## src/rtl/mbist_pkg.sv

```systemverilog
// Shared MBIST/MBISR definitions: default geometry and fail-logger state encoding.
package mbist_pkg;

    localparam int unsigned DEFAULT_ADDR_WIDTH = 8;
    localparam int unsigned DEFAULT_DEPTH      = 8;

    // Fail-logger capture states
    typedef enum logic [1:0] {
        ST_IDLE     = 2'd0,
        ST_LOGGING  = 2'd1,
        ST_COMPLETE = 2'd2
    } log_state_e;

endpackage

```

## src/rtl/fail_log_cam.sv

```systemverilog
// Fail-address storage with per-entry valid bits and a parallel match vector.
module fail_log_cam
    import mbist_pkg::*;
#(
    parameter int unsigned ADDR_WIDTH = DEFAULT_ADDR_WIDTH,
    parameter int unsigned DEPTH      = DEFAULT_DEPTH,
    localparam int unsigned PTR_W     = $clog2(DEPTH)
) (
    input  logic                  clk,
    input  logic                  clr,
    input  logic                  wr_en,
    input  logic [PTR_W-1:0]      wr_idx,
    input  logic [ADDR_WIDTH-1:0] wr_data,
    input  logic                  pop_en,
    input  logic [PTR_W-1:0]      pop_idx,
    input  logic [ADDR_WIDTH-1:0] cmp_addr,
    output logic [ADDR_WIDTH-1:0] rd_entry_c,
    output logic [DEPTH-1:0]      match_vec_c
);

    logic [ADDR_WIDTH-1:0] mem_q [DEPTH];
    logic [DEPTH-1:0]      valid_q;

    // Entry storage; liveness is tracked by valid_q so no reset is needed here
    always_ff @(posedge clk) begin
        if (wr_en) begin
            mem_q[wr_idx] <= wr_data;
        end
    end

    // Valid bits: pop clears, push sets; push wins when both hit the same slot
    always_ff @(posedge clk) begin
        if (clr) begin
            valid_q <= '0;
        end else begin
            if (pop_en) begin
                valid_q[pop_idx] <= 1'b0;
            end
            if (wr_en) begin
                valid_q[wr_idx] <= 1'b1;
            end
        end
    end

    // Parallel compare against every live entry, using pre-edge contents
    always_comb begin
        match_vec_c = '0;
        for (int i = 0; i < int'(DEPTH); i++) begin
            match_vec_c[i] = valid_q[i] && (mem_q[i] == cmp_addr);
        end
    end

    // Read port at the head of the FIFO
    always_comb begin
        rd_entry_c = mem_q[pop_idx];
    end

endmodule

```

## src/rtl/mbist_fail_logger.sv

```systemverilog
// Captures unique MBIST failing addresses into a FIFO log for repair loading.
module mbist_fail_logger
    import mbist_pkg::*;
#(
    parameter int unsigned ADDR_WIDTH = DEFAULT_ADDR_WIDTH,
    parameter int unsigned DEPTH      = DEFAULT_DEPTH
) (
    input  logic                       clk,
    input  logic                       rst,
    input  logic                       start,
    input  logic                       fail_valid,
    input  logic [ADDR_WIDTH-1:0]      fail_addr,
    input  logic                       bist_done,
    input  logic                       rd_en,
    output logic [ADDR_WIDTH-1:0]      rd_data,
    output logic                       rd_valid,
    output logic                       empty,
    output logic                       full,
    output logic [$clog2(DEPTH+1)-1:0] count,
    output logic                       overflow,
    output logic                       log_done
);

    localparam int unsigned PTR_W = $clog2(DEPTH);
    localparam int unsigned CNT_W = $clog2(DEPTH + 1);

    log_state_e            state_q;
    log_state_e            state_d;
    logic [PTR_W-1:0]      wr_ptr_q;
    logic [PTR_W-1:0]      rd_ptr_q;
    logic [CNT_W-1:0]      count_d;
    logic [DEPTH-1:0]      cam_match_c;
    logic [ADDR_WIDTH-1:0] cam_rd_entry_c;
    logic                  dup_c;
    logic                  push_c;
    logic                  pop_c;
    logic                  lose_c;
    logic                  done_set_c;
    logic                  cam_clr_c;

    assign dup_c     = |cam_match_c;
    assign cam_clr_c = !rst || start;

    fail_log_cam #(
        .ADDR_WIDTH (ADDR_WIDTH),
        .DEPTH      (DEPTH)
    ) u_cam (
        .clk         (clk),
        .clr         (cam_clr_c),
        .wr_en       (push_c),
        .wr_idx      (wr_ptr_q),
        .wr_data     (fail_addr),
        .pop_en      (pop_c),
        .pop_idx     (rd_ptr_q),
        .cmp_addr    (fail_addr),
        .rd_entry_c  (cam_rd_entry_c),
        .match_vec_c (cam_match_c)
    );

    // State register
    always_ff @(posedge clk) begin
        if (!rst) begin
            state_q <= ST_IDLE;
        end else begin
            state_q <= state_d;
        end
    end

    // Next state and per-cycle push/pop/overflow decisions; start overrides all
    always_comb begin
        state_d    = state_q;
        push_c     = 1'b0;
        pop_c      = 1'b0;
        lose_c     = 1'b0;
        done_set_c = 1'b0;
        if (start) begin
            state_d = ST_LOGGING;
        end else begin
            pop_c = rd_en && !empty;
            case (state_q)
                ST_IDLE: begin
                end
                ST_LOGGING: begin
                    if (fail_valid && !dup_c) begin
                        if (!full || pop_c) begin
                            push_c = 1'b1;
                        end else begin
                            lose_c = 1'b1;
                        end
                    end
                    if (bist_done) begin
                        state_d    = ST_COMPLETE;
                        done_set_c = 1'b1;
                    end
                end
                ST_COMPLETE: begin
                end
                default: begin
                    state_d = ST_IDLE;
                end
            endcase
        end
    end

    // Occupancy after this edge
    always_comb begin
        count_d = count;
        case ({push_c, pop_c})
            2'b10:   count_d = count + CNT_W'(1);
            2'b01:   count_d = count - CNT_W'(1);
            default: count_d = count;
        endcase
    end

    // Pointers, occupancy flags, read port and sticky status
    always_ff @(posedge clk) begin
        if (!rst) begin
            wr_ptr_q <= '0;
            rd_ptr_q <= '0;
            count    <= '0;
            empty    <= 1'b1;
            full     <= 1'b0;
            overflow <= 1'b0;
            log_done <= 1'b0;
            rd_valid <= 1'b0;
            rd_data  <= '0;
        end else if (start) begin
            wr_ptr_q <= '0;
            rd_ptr_q <= '0;
            count    <= '0;
            empty    <= 1'b1;
            full     <= 1'b0;
            overflow <= 1'b0;
            log_done <= 1'b0;
            rd_valid <= 1'b0;
        end else begin
            if (push_c) begin
                wr_ptr_q <= wr_ptr_q + PTR_W'(1);
            end
            if (pop_c) begin
                rd_ptr_q <= rd_ptr_q + PTR_W'(1);
                rd_data  <= cam_rd_entry_c;
            end
            rd_valid <= pop_c;
            count    <= count_d;
            empty    <= (count_d == '0);
            full     <= (count_d == CNT_W'(DEPTH));
            if (lose_c) begin
                overflow <= 1'b1;
            end
            if (done_set_c) begin
                log_done <= 1'b1;
            end
        end
    end

endmodule
```

## config.mk

```make
export PLATFORM = sky130hd
export DESIGN_NAME = mbist_fail_logger
export DESIGN_NICKNAME = d
export VERILOG_FILES = /design/src/rtl/mbist_pkg.sv /design/src/rtl/fail_log_cam.sv /design/src/rtl/mbist_fail_logger.sv
export SDC_FILE = /design/constraint.sdc
export NUM_CORES = 1
export LEC_CHECK = 0
export CAP_MARGIN = 5
export CORE_MARGIN = 4
export CORE_UTILIZATION = 55
export CTS_CLUSTER_DIAMETER = 40
export DETAILED_ROUTE_END_ITERATION = 10
export GPL_ROUTABILITY_DRIVEN = 0
export GPL_TIMING_DRIVEN = 0
export PLACE_DENSITY_LB_ADDON = 0.12
export SLEW_MARGIN = 5
export SYNTH_ARGS = -nofsm -noshare
export SYNTH_HDL_FRONTEND = slang
export SYNTH_SLANG_ARGS = --single-unit
```

## constraint.sdc

```tcl
create_clock -name clk -period 7.5 [get_ports clk]
set_input_delay 1.125 -clock clk [delete_from_list [all_inputs] [get_ports clk]]
set_output_delay 1.125 -clock clk [all_outputs]
set_load 0.005 [all_outputs]
```

==> results.sh <==
export IMPL_dp_hpwl_um=8290
export IMPL_synthCells=397
export IMPL_core_area_sq_um=8380
export IMPL_finalSetupViolCount=0
export IMPL_synth_nets=415
export IMPL_synth_largest_area_cell="edfxtp_1"
export IMPL_htreeDepth=3
export IMPL_drt_iter0_markers=235
export IMPL_timing_final_hold_violations=0
export IMPL_holdPathEnd="log_done$_SDFFE_PP0P_"
export IMPL_power_mw=0.968
export IMPL_post_cts_buffers=0
export IMPL_async_reset_ff_frac=0
export IMPL_io_pins=31
export IMPL_syn_to_final_growth_pct=14.2
export IMPL_grt_pass1_vias=3274
export IMPL_diodes=0
export IMPL_hold_depth=2
export IMPL_worst_pin_slew_ns=0.945
export IMPL_power_leakage_nw=1.88
export IMPL_r2r_end="empty$_SDFF_PP1_"
export IMPL_setup_slack_ns=3.12
export IMPL_layout_drive_gt1_share=0.128
export IMPL_clk_latency_ns=0.36
export IMPL_pre_cts_ws_ns=2.76
export IMPL_die_area_sq_um=10400
export IMPL_io_buffers=30
export IMPL_nNetsFinal=460
export IMPL_syn_area_sq_um=4840
export IMPL_cpPeakStageDelay_ns=0.58
export IMPL_synth_edf_count=64
export IMPL_avgSynthCellArea_sq_um=12.2
export IMPL_antenna_found_initial=0
export IMPL_rsz0062_at_grt="false"
export IMPL_fin_hold_ws_ns=0.484
export IMPL_tns_ns=0
export IMPL_hold_path_class="flip-flop to flip-flop"
export IMPL_synth_area_leaders="edfxtp_1 40%, dfxtp_1 14%, xor2_1 6.5%"
export IMPL_drt_total_wl_um=11000
export IMPL_fin_crit_sh=0.584
export IMPL_fill_cells=654
export IMPL_arrival_ns=4.61
export IMPL_synth_warnings=0
export IMPL_ys_ff_latch=97
export IMPL_yosys_cell_types_count=52
export IMPL_yosysSeqAreaShare=0.533
export IMPL_p_per_area_nw_per_um2=175
export IMPL_grt_usage=0.225
export IMPL_ir_worst_vdd_v=0.000148
export IMPL_row_count=33
export IMPL_cts_resized=0
export IMPL_clock_fmax_mhz=228
export IMPL_die_x_um=102
export IMPL_die_h_um=102
export IMPL_drv_cap=0
export IMPL_synth_top_cell_area_share=0.397
export IMPL_drc_errors=0
export IMPL_crit_type="input pin to flip-flop"
export IMPL_holdBufCountCts=0
export IMPL_fin_crit_ns=4.38
export IMPL_start_util=0.578
export IMPL_synth_ff_type="edfxtp_1"
export IMPL_grt_pass1_wl_um=17300
export IMPL_rr_startpoint="u_cam.mem_q[4][7]$_DFFE_PP_"
export IMPL_endpoint_kind="flip-flop"
export IMPL_outcome="finished, final reports clean"
export IMPL_drtAntennaViolNets=0
export IMPL_numCtsBuffers=9
export IMPL_dr_pass1_iters=5
export IMPL_root_buffer="clkbuf_8"
export IMPL_hp_start="log_done$_SDFFE_PP0P_"
export IMPL_cts_tree="built"
export IMPL_crit_buf_inv=3
export IMPL_cp_slowest_cell="clkdlybuf4s50_1"
export IMPL_synth_common_cells="64 x edfxtp_1, 36 x xor2_1, 33 x dfxtp_1, 33 x xnor2_1, 21 x nor2_1"
export IMPL_required_ns=7.73
export IMPL_clkTransAtPathRegs_ns=0.09
export IMPL_regToRegSetupSlack_ns=4.29
export IMPL_viasPerCell=5.98
export IMPL_fin_worst_skew_ns=0.00957
export IMPL_grt_start_max_net_pins=17
export IMPL_cp_top_family="simple AND/OR/NAND/NOR gates"
export IMPL_crit_cells=15
export IMPL_path_cells="clkdlybuf4s50_1 > buf_6 > xor2_1 > nor4_1 > nand4_1 > and4_1 > nand3_4 > and2_4 > buf_6 > xor2_1 > ha_1 > a21oi_1 > xor3_1 > a21oi_2 > o21ai_1"
export IMPL_maxSlewViolCount=0
export IMPL_clock_sinks=97
export IMPL_grt_overflow=0
export IMPL_slew_headroom=0.367
export IMPL_path_max_fanout=9
export IMPL_crit_path_start_kind="input pin"
export IMPL_dr_total_vias=3301
export IMPL_clockBufferDepth=2
export IMPL_synth_most_common_cell="edfxtp_1"
export IMPL_wl_per_cell_um=20.0
export IMPL_reg2regPathDepth=13
[how the worst max path moves through the flow]
stage / from / endpoint / slack, ns
after global placement: fail_addr[0] / u_cam.mem_q[5][2]$_DFFE_PP_ / 2.35
after detailed placement: fail_addr[7] / empty$_SDFF_PP1_ / 2.76
after floorplan: fail_addr[3] / u_cam.mem_q[5][0]$_DFFE_PP_ / 3.93
after global routing: fail_addr[7] / empty$_SDFF_PP1_ / 3.03
final: fail_addr[7] / empty$_SDFF_PP1_ / 3.12
after CTS: fail_addr[7] / empty$_SDFF_PP1_ / 3.14
[through the flow]
stage / cells / area, sq um / util
after detailed placement: 536 / 5330 / 0.636
after CTS: 552 / 5520 / 0.659
after global routing: 552 / 5530 / 0.660
after floorplan: 397 / 4840 / -
final: 552 / 5530 / 0.660
after global placement: 532 / 5270 / 0.629
[cells in the final DEF (no fill, tap or decap), drive strengths merged, types with 10 or more instances in the layout]
| cell | count |
|---|---|
| a21oi | 19 |
| buf | 18 |
| clkbuf | 25 |
| clkdlybuf4s50 | 30 |
| dfxtp | 33 |
| edfxtp | 64 |
| mux2i | 17 |
| nand4 | 10 |
| nor2 | 21 |
| o21a | 10 |
| xnor2 | 33 |
| xor2 | 37 |
[layer usage]
layer  up-vias  part of all wire  track usage
li1       1537                 -            -
met1      1613              0.42        0.286
met2       124              0.49        0.378
met3        27             0.063       0.0491
met4         0             0.029       0.0888
met5         -                 0            0
[worst register-to-register path, stage by stage, from the launching register on]
cell and delay, ns:
edfxtp_1 0.42, xor2_1 0.16, nor4_1 0.48, nand4_1 0.22
and4_1 0.32, nand3_4 0.16, and2_4 0.17, buf_6 0.12
xor2_1 0.07, ha_1 0.18, a21oi_1 0.21, xor3_1 0.29
a21oi_2 0.21, o21ai_1 0.07
[area by class of cell]
cell class	instances	area (sq um)	area share
Inverter	5	18.8	0.00340
Buffer	29	175	0.0317
Clock buffer	10	128	0.0231
Timing Repair Buffer	34	330	0.0598
Multi-Input combinational cell	266	2100	0.380
Clock inverter	6	63.8	0.0115
Sequential cell	97	2580	0.467
Tap cell	105	131	0.0238
[report_power, final]
part	internal (mW)	switching (mW)	leakage (nW)
Sequential	0.570	0.00144	0.842
Clock	0.155	0.180	0.0947
Combinational	0.0265	0.0346	0.939
[sequential cells by signal (all words and copies together), names as in the netlist]
signal / cells
empty: 1
u_cam.mem_q: 64
log_done: 1
state_q: 2
rd_valid: 1
wr_ptr_q: 3
u_cam.valid_q: 8
rd_data: 8
count: 4
overflow: 1
full: 1
rd_ptr_q: 3
[cells by family (layout without fill, tap and decap cells)]
family | Yosys count | after routing | share of synthesized area
adders and majority gates | 4 | 4 | 0.0103
and+or+nand+nor | 91 | 91 | 0.110
muxes | 26 | 26 | 0.0561
xor gates and xnor gates | 71 | 71 | 0.133
AOI/OAI and AO/OA | 74 | 74 | 0.117
buffers and inverters | 34 | 84 | 0.0401
DFF | 97 | 97 | 0.533
No activity file was read; power rests on OpenSTA's default activity.
